### src/rtl/updown_sweep_pkg.sv
// Shared types and constants for the up/down sweep controller.
//   sweep_state_t : controller state encoding
//   N_SWEEP_BITS  : width of the sweep count and sweep counter
package updown_sweep_pkg;

    localparam int N_SWEEP_BITS = 4;

    typedef enum logic [2:0] {
        ST_IDLE     = 3'd0,
        ST_LOAD     = 3'd1,
        ST_UP       = 3'd2,
        ST_PAUSE_HI = 3'd3,
        ST_DOWN     = 3'd4,
        ST_PAUSE_LO = 3'd5,
        ST_DONE     = 3'd6
    } sweep_state_t;

endpackage

### src/rtl/updown_sweep_ctrl_pause_timer.sv
// Pause timer shared by both turn-around pauses.
// A loadable down-counter: after a load pulse, 'expired' goes high in the
// PAUSE_CYCLES-th cycle, so a state that loads it on entry and leaves on
// 'expired' lasts exactly PAUSE_CYCLES cycles.
//   clk     : system clock
//   reset   : synchronous, active-high
//   load    : restart the pause (asserted on the edge entering a pause)
//   expired : remaining count has reached zero
module sweep_pause_timer #(
    parameter int PAUSE_CYCLES = 2
) (
    input  logic clk,
    input  logic reset,
    input  logic load,
    output logic expired
);

    localparam int CW = (PAUSE_CYCLES < 2) ? 1 : $clog2(PAUSE_CYCLES);
    localparam logic [CW-1:0] RELOAD = CW'(PAUSE_CYCLES - 1);

    logic [CW-1:0] remaining;

    always_ff @(posedge clk) begin
        if (reset) begin
            remaining <= '0;
        end else if (load) begin
            remaining <= RELOAD;
        end else if (remaining != '0) begin
            remaining <= remaining - CW'(1);
        end
    end

    assign expired = (remaining == '0);

endmodule

### src/rtl/updown_sweep_ctrl.sv
// Triangular sweep sequencer for an external up/down counter.
// Loads start_val, counts up to hi_lim, pauses, counts down to lo_lim,
// pauses, and repeats for n_sweeps sweeps (0 = until abort). The counter's
// registered count is fed back on count_in so each limit is hit exactly.
//
// Ports:
//   clk, reset          : clock, synchronous active-high reset
//   start, abort        : run request (IDLE only) / unconditional stop
//   start_val, lo_lim,
//   hi_lim, n_sweeps    : run configuration, latched on an accepted start
//   count_in            : counter count feedback
//   ctr_load, ctr_data,
//   ctr_enable,
//   ctr_up_down         : counter control pins
//   busy, done, cfg_err : status (done / cfg_err are one-cycle pulses)
//   sweep_cnt           : completed sweeps in the current run
//
// state       | meaning
// ------------+----------------------------------------------
// ST_IDLE     | waiting for start
// ST_LOAD     | counter loaded with start_val
// ST_UP       | counting up until count_in == hi_lim
// ST_PAUSE_HI | holding at hi_lim for PAUSE_CYCLES
// ST_DOWN     | counting down until count_in == lo_lim
// ST_PAUSE_LO | holding at lo_lim for PAUSE_CYCLES
// ST_DONE     | final sweep finished, done pulse
module updown_sweep_ctrl
    import updown_sweep_pkg::*;
#(
    parameter int WIDTH        = 4,
    parameter int PAUSE_CYCLES = 2
) (
    input  logic                    clk,
    input  logic                    reset,
    input  logic                    start,
    input  logic                    abort,
    input  logic [WIDTH-1:0]        start_val,
    input  logic [WIDTH-1:0]        lo_lim,
    input  logic [WIDTH-1:0]        hi_lim,
    input  logic [N_SWEEP_BITS-1:0] n_sweeps,
    input  logic [WIDTH-1:0]        count_in,
    output logic                    ctr_load,
    output logic [WIDTH-1:0]        ctr_data,
    output logic                    ctr_enable,
    output logic                    ctr_up_down,
    output logic                    busy,
    output logic                    done,
    output logic                    cfg_err,
    output logic [N_SWEEP_BITS-1:0] sweep_cnt
);

    sweep_state_t state, next_state;

    logic [WIDTH-1:0]        lo_q, hi_q;
    logic [N_SWEEP_BITS-1:0] n_q;
    logic                    cfg_ok, accept, reject;
    logic                    at_hi, at_lo, last_sweep;
    logic [N_SWEEP_BITS-1:0] cnt_next;
    logic                    pause_load, pause_expired;

    assign cfg_ok = (lo_lim < hi_lim) && (start_val >= lo_lim) && (start_val <= hi_lim);
    assign accept = (state == ST_IDLE) && start && !abort && cfg_ok;
    assign reject = (state == ST_IDLE) && start && !abort && !cfg_ok;

    assign at_hi      = (count_in == hi_q);
    assign at_lo      = (count_in == lo_q);
    assign cnt_next   = sweep_cnt + N_SWEEP_BITS'(1);
    assign last_sweep = (n_q != '0) && (cnt_next == n_q);

    // Timer restarts on the edge that enters either pause state.
    assign pause_load = ((next_state == ST_PAUSE_HI) && (state != ST_PAUSE_HI)) ||
                        ((next_state == ST_PAUSE_LO) && (state != ST_PAUSE_LO));

    sweep_pause_timer #(
        .PAUSE_CYCLES(PAUSE_CYCLES)
    ) u_pause_timer (
        .clk    (clk),
        .reset  (reset),
        .load   (pause_load),
        .expired(pause_expired)
    );

    always_ff @(posedge clk) begin
        if (reset) begin
            state <= ST_IDLE;
        end else begin
            state <= next_state;
        end
    end

    always_comb begin
        next_state = state;
        if (abort) begin
            next_state = ST_IDLE;
        end else begin
            case (state)
                ST_IDLE:     if (accept) next_state = ST_LOAD;
                ST_LOAD:     next_state = ST_UP;
                ST_UP:       if (at_hi) next_state = ST_PAUSE_HI;
                ST_PAUSE_HI: if (pause_expired) next_state = ST_DOWN;
                ST_DOWN:     if (at_lo) next_state = last_sweep ? ST_DONE : ST_PAUSE_LO;
                ST_PAUSE_LO: if (pause_expired) next_state = ST_UP;
                ST_DONE:     next_state = ST_IDLE;
                default:     next_state = ST_IDLE;
            endcase
        end
    end

    // count_in comes from the counter's register, so ctr_enable closes no loop.
    always_comb begin
        busy       = (state != ST_IDLE);
        done       = (state == ST_DONE);
        ctr_load   = (state == ST_LOAD);
        ctr_enable = 1'b0;
        if (state == ST_UP) begin
            ctr_enable = !at_hi;
        end else if (state == ST_DOWN) begin
            ctr_enable = !at_lo;
        end
    end

    always_ff @(posedge clk) begin
        if (reset) begin
            ctr_data    <= '0;
            lo_q        <= '0;
            hi_q        <= '0;
            n_q         <= '0;
            sweep_cnt   <= '0;
            ctr_up_down <= 1'b1;
            cfg_err     <= 1'b0;
        end else begin
            cfg_err <= reject;
            if (accept) begin
                ctr_data  <= start_val;
                lo_q      <= lo_lim;
                hi_q      <= hi_lim;
                n_q       <= n_sweeps;
                sweep_cnt <= '0;
            end
            // An abort coinciding with the low-limit hit does not count the sweep.
            if ((state == ST_DOWN) && at_lo && !abort) begin
                sweep_cnt <= cnt_next;
            end
            // Direction is set on entry to a counting state and held elsewhere.
            if (next_state == ST_UP) begin
                ctr_up_down <= 1'b1;
            end else if (next_state == ST_DOWN) begin
                ctr_up_down <= 1'b0;
            end
        end
    end

endmodule

### config.mk
export PLATFORM = sky130hd
export DESIGN_NAME = updown_sweep_ctrl
export DESIGN_NICKNAME = d
export VERILOG_FILES = /design/src/rtl/updown_sweep_pkg.sv /design/src/rtl/updown_sweep_ctrl_pause_timer.sv /design/src/rtl/updown_sweep_ctrl.sv
export SDC_FILE = /design/constraint.sdc
export NUM_CORES = 1
export LEC_CHECK = 0
export BUFFER_PORTS_ARGS = -buffer_cell sky130_fd_sc_hd__buf_4
export CAP_MARGIN = 20
export CORE_ASPECT_RATIO = 0.9
export CORE_MARGIN = 2
export CORE_UTILIZATION = 30
export DETAILED_ROUTE_END_ITERATION = 10
export PLACE_DENSITY = 0.57
export SETUP_SLACK_MARGIN = 0.4
export SYNTH_ARGS = -nofsm -noshare
export SYNTH_HDL_FRONTEND = slang
export SYNTH_SLANG_ARGS = --single-unit
### constraint.sdc
create_clock -name clk -period 2.1 [get_ports clk]
set_clock_uncertainty 0.2 [all_clocks]
set_input_delay 0.21 -clock clk [delete_from_list [all_inputs] [get_ports clk]]
set_output_delay 0.21 -clock clk [all_outputs]
set_load 0.005 [all_outputs]
* Yosys cells after proc, flatten, opt, wreduce, memory -nomap -nowiden
Cells that the tools add are included.
Cells by class: $add $sub $neg 2, magnitude comparators 3, equality and inequality tests 15, multiplexer cells 14, reduce and logical (&&, ||, !) cells 21
Operator list (count):
- two-way mux 3 bit | 6
- one-hot mux 3 bit (6 select lines) | 1
- equality test 3 bit (second input constant) | 5
- equality test 3 x 2 -> 1 bit (second input constant) | 4
- equality test 4 bit | 3
- logical AND 1 bit | 11
- two-way mux 4 bit | 2
- adder 4 x 1 -> 4 bit (second input constant) | 1
- >= comparator 4 bit | 1
- less-or-equal comparator 4 bit | 1
- logical NOT 1 bit | 4
- < comparator 4 bit | 1
- two-way mux 1 bit | 4
- nonzero test 4 bit | 1
- equality test 3 x 1 -> 1 bit (second input constant) | 1
- logical NOT 3 bit | 1
- != test 3 x 2 -> 1 bit (second input constant) | 1
- != test 3 bit (second input constant) | 1
- nonzero test 3 bit | 1
- two-way mux 2 bit | 1
- nonzero test 2 bit | 1
- OR reduction 2 bit | 1
- logical OR 1 bit | 1
- subtractor 1 bit (second input constant) | 1
Word-level totals: bits in registers 26, input port bits 24, output and inout port bits 14, word-level logic and storage cells 64

* Logic depth before layout (Yosys ltp)
depth after elaboration 11, mapped depth 10, mapped depth without buffers 8

* By module
A second synthesis with hierarchy kept.
Second synthesis, totals: cell total of the unflattened synthesis 205, area, all modules 1709.1 um2
Modules (own cells, without submodules):
- updown_sweep_ctrl | instances 1, cells each 202, area an instance 1671.6 um2, seq. area each 500.5 um2
- sweep_pause_timer | instances 1, cells each 3, area an instance 37.5 um2, seq. area each 20.0 um2

* Worst setup path after synthesis
No wires, ideal clock.
kind flip-flop to flip-flop, start point reg sweep_cnt[0], end point reg u_pause_timer.remaining, library setup time 0.123 ns, data arrival time 1.830 ns, required time 1.777 ns, path slack -0.053 ns, stages on the path, launching flop included 8, buffers on the path 0, period minus slack after synthesis 2.153 ns, cells stage by stage dfxtp_1 > ha_1 > xor2_1 > or3_1 > a2111oi_4 > or2_2 > a31oi_4 > nor4b_4
Between the ends: cells in the longest elaborated chain, start to end 11, elaborated cells on any way between the ends 13, those cells by class add/sub (1); eq/ne (3); mux (5); reduce/logical (4)
RTL lines:
- start: declaration | line updown_sweep_ctrl.sv:49 | output logic [N_SWEEP_BITS-1:0] sweep_cnt
- start signal: assignment | line updown_sweep_ctrl.sv:142 | sweep_cnt <= cnt_next;
- adder 4 x 1 -> 4 bit (*) | line updown_sweep_ctrl.sv:67 | assign cnt_next = sweep_cnt + N_SWEEP_BITS'(1);
- equality test 4 bit (*) | line updown_sweep_ctrl.sv:68 | assign last_sweep = (n_q != '0) && (cnt_next == n_q);
- logical AND 1 bit (*) | line updown_sweep_ctrl.sv:68
- two-way mux 2 bit (*) | line updown_sweep_ctrl.sv:101 | ST_DOWN: if (at_lo) next_state = last_sweep ? ST_DONE : ST_PAUSE_LO;
- two-way mux 3 bit (*) | line updown_sweep_ctrl.sv:101
- one-hot mux 3 bit (6 select lines) (*) | line updown_sweep_ctrl.sv:96 | case (state)
- two-way mux 3 bit (*) | line updown_sweep_ctrl.sv:93 | if (abort) begin
- equality test 3 x 2 -> 1 bit / equality test 3 bit (equally long branches) | line updown_sweep_ctrl.sv:71, updown_sweep_ctrl.sv:72
- logical AND 1 bit, on equally long branches | line updown_sweep_ctrl.sv:71, updown_sweep_ctrl.sv:72
- logical OR 1 bit (*) | line updown_sweep_ctrl.sv:71 | assign pause_load = ((next_state == ST_PAUSE_HI) && (state != ST_PAUSE_HI)) ||
- two-way mux 1 bit (*) | line updown_sweep_ctrl_pause_timer.sv:26 | end else if (load) begin
- end signal: assignment | line updown_sweep_ctrl_pause_timer.sv:29 | remaining <= remaining - CW'(1);
- end: declaration | line updown_sweep_ctrl_pause_timer.sv:21 | logic [CW-1:0] remaining;
Mark *: on every way between the ends. The rest lies on a longest branch, timed or not. A chain may end at the register's enable or synchronous reset.

* Worst setup path in the final report
Same ends and word-level chain as after synthesis.

==> run metrics <==
Min-Delay Path Depth=3; number of core rows=25; # IOs=38; Req. time, crit path=2070 ps; die height=74.1 µm; CP bufs+invs=0; CTS max path bufs=2; PortBufs=37; CTS tree=done; area added between synthesis and finish=56.9%; post-route ant nets=0; syn avg cell area=roughly 8.9 µm²; clock latency on the worst-skew pair=270 ps; cell breakdown of the critical path=ha_4 -> xor2_2 -> or3_4 -> a2111oi_4 -> or2_2 -> a31oi_4 -> nor4b_4; multi-input logic area=about 1200 µm²; Hold Vio Cnt, Final=0; WHS=around 4.4 ps; clock sink count=26; htree depth=1; slew of the pin with the lowest slew margin=396 ps; number of global-route vias before repair=1377; Filler cells=approximately 530; syn_nets=approximately 220; Max-slew headroom=approximately 73%; Via density=~4.7; post-synthesis sequential area ratio=between 30% and 40%; Critical Path Max Stage Delay=between 300 and 400 ps; global route total overflow=0; fin util=between 40% and 50%; R2R setup slack=-4 ps; Seq cells post-synth=26; RSZ-0062 raised after global routing=true; Peak Freq=approximately 0.48 GHz; leading cell type in the layout, fill and taps excluded=buf_4; worst hold path class=input pin to flip-flop; nets=between 200 and 300; R2R Path Start=sweep_cnt[0]; diode count=0; vias=approximately 1500; Leak Pwr=between 1 and 1.5 nW; Power Dens Cells=approximately 420 nW/µm²; VDD IR-drop max=0.000310 V; GRT Overall Usage=around 14%; GPL Wtd Cong=0.755; setup slack after layout=-4.16 ps; crit start category=flip-flop; Yosys warnings=0; design area=2570 µm²; Endpoint, Worst Hold=ctr_data[1]; R2R depth=7; most frequent cells in the layout=buf_4, nor2_1, dfxtp_1; DRC Markers=0; initial antenna violation count=0; Mapped Area=between 1500 and 2000 µm²; outcome=complete, but fails checks; pins over their slew limit=0; DR iter-0 viols=64; final wirelength=between 4 and 5 mm; post-DP HPWL=about 3 mm; fin crit period=between 2000 and 2500 ps; Num CTS Buffers=3; width of the die=between 80 and 90 µm; critical-path maximum fanout=4; violated checks=setup timing; Post-synth EDFFs=0; Worst path slowest cell=a2111oi_4; Maximum Capacitance Violations=0; synth unique cells=42; CP Capture Type=flip-flop; share of layout cells above drive strength 1=42.2%; die area=between 6000 and 7000 µm²; reg2reg end=u_pause_timer.remaining; register area=around 530 µm²; kind of cell adding the most delay to the critical path=simple AND/OR/NAND/NOR gates; DR pass1 iterations=4; dpl ws=-156 ps; root buf cell=clkbuf_8; hold_sp=start_val[1]; Final setup violation count=2; first-pass GRT wire length=between 6 and 7 mm; Post-synth ARST share=0%; dpl cell area=~2100 µm²; worst path arrival time=between 2000 and 2500 ps; Core ar.=5260 µm²; Initial Util=~31%; CTS clock-pin slew for the worst setup and hold paths=roughly 90 ps; top_reg_cell synth=dfxtp_1; Tcrit/Tclk final=100%; wire length per cell=about 13 µm; Syn Inst Count=between 150 and 200; largest net degree at the start of global routing=24; Setup CP Type=flip-flop to flip-flop
[kinds of logic after synthesis]
family                     synth area share, %
xor gates and xnor gates                  6.95
adders and majority gates                 9.16
buffers and inverters                     5.19
and+or+nand+nor                           21.7
AOI/OAI and AO/OA                         14.9
DFF                                       31.8
muxes                                     10.4
[through the flow]
stage | total power, mW | setup TNS, ps | instances
floorplan | 0.617 | 0 | 185
global placement | 0.700 | -2220 | 300
detailed placement | 0.702 | -2240 | 300
CTS | 1.09 | 0 | 318
global route | 1.14 | -212 | 323
finish | 1.08 | -5.01 | 323
[power breakdown]
group,leakage [nW],internal (mW),switching (mW)
Combinational,0.935,0.132,0.112
Sequential,0.214,0.501,0.00548
Clock,0.0288,0.168,0.160
Total,1.18,0.800,0.278
[timing repair]
item	in CTS	in global routing
pin swaps	15	10
endpoints found under the setup margin	25	26
resized for setup	26	16
hold buffers	11	0
endpoints found under the hold margin	11	0
setup buffers	3	5
[Yosys cell counts (3+ instances only)]
cell / n / share of area (%)
clkbuf_1: 3 / 0.69
nor3_1: 6 / 1.8
nand3_1: 3 / 0.92
nand2b_1: 3 / 1.1
nand2_1: 8 / 1.8
xnor2_1: 10 / 5.3
nor2_1: 24 / 5.5
ha_1: 12 / 9.2
nor2b_1: 4 / 1.5
or3_1: 4 / 1.5
dfxtp_1: 26 / 32
o21ai_0: 6 / 1.8
inv_1: 11 / 2.5
mux2i_1: 17 / 10
a21oi_1: 11 / 3.4
xor2_1: 3 / 1.6
[per-layer routing]
metal | global-route usage [%] | wire length (µm) | vias to the layer above
li1 | - | - | 790
met1 | 18.7 | 1950 | 685
met2 | 22.7 | 2030 | 29
met3 | 2.91 | 153 | 2
met4 | 2.78 | 25 | 0
met5 | 0 | 0 | -
[layout make-up]
type                       instances  area share (%)
multi-input combinational        141            47.7
timing repair buffer              74            24.1
sequential                        26            20.6
tap                               67            3.26
clock buffer                       4            2.14
inverter                          11            2.09
[worst register-to-register path, stage by stage, from the launching register on]
cell,delay (ps)
dfxtp_2,350
ha_4,160
xor2_2,150
or3_4,350
a2111oi_4,360
or2_2,200
a31oi_4,90
nor4b_4,140
[flip-flops by register name, indices dropped and copies added (netlist names)]
name,flops
lo_q,4
n_q,4
sweep_cnt,4
cfg_err,1
ctr_up_down,1
ctr_data,4
hi_q,4
state,3
u_pause_timer.remaining,1
[worst max-delay path by stage]
stage	slack, ps	startpoint	end	cells past startpoint
after floorplan	30	sweep_cnt[0]	u_pause_timer.remaining	7
after global placement	-150	hi_lim[1]	hi_q[3]	9
after detailed placement	-160	hi_lim[1]	lo_q[1]	9
after CTS	1	sweep_cnt[0]	ctr_up_down	7
after global routing	-130	sweep_cnt[0]	ctr_up_down	7
final	-4	sweep_cnt[0]	u_pause_timer.remaining	7
No activity file was read; power rests on OpenSTA's default activity.
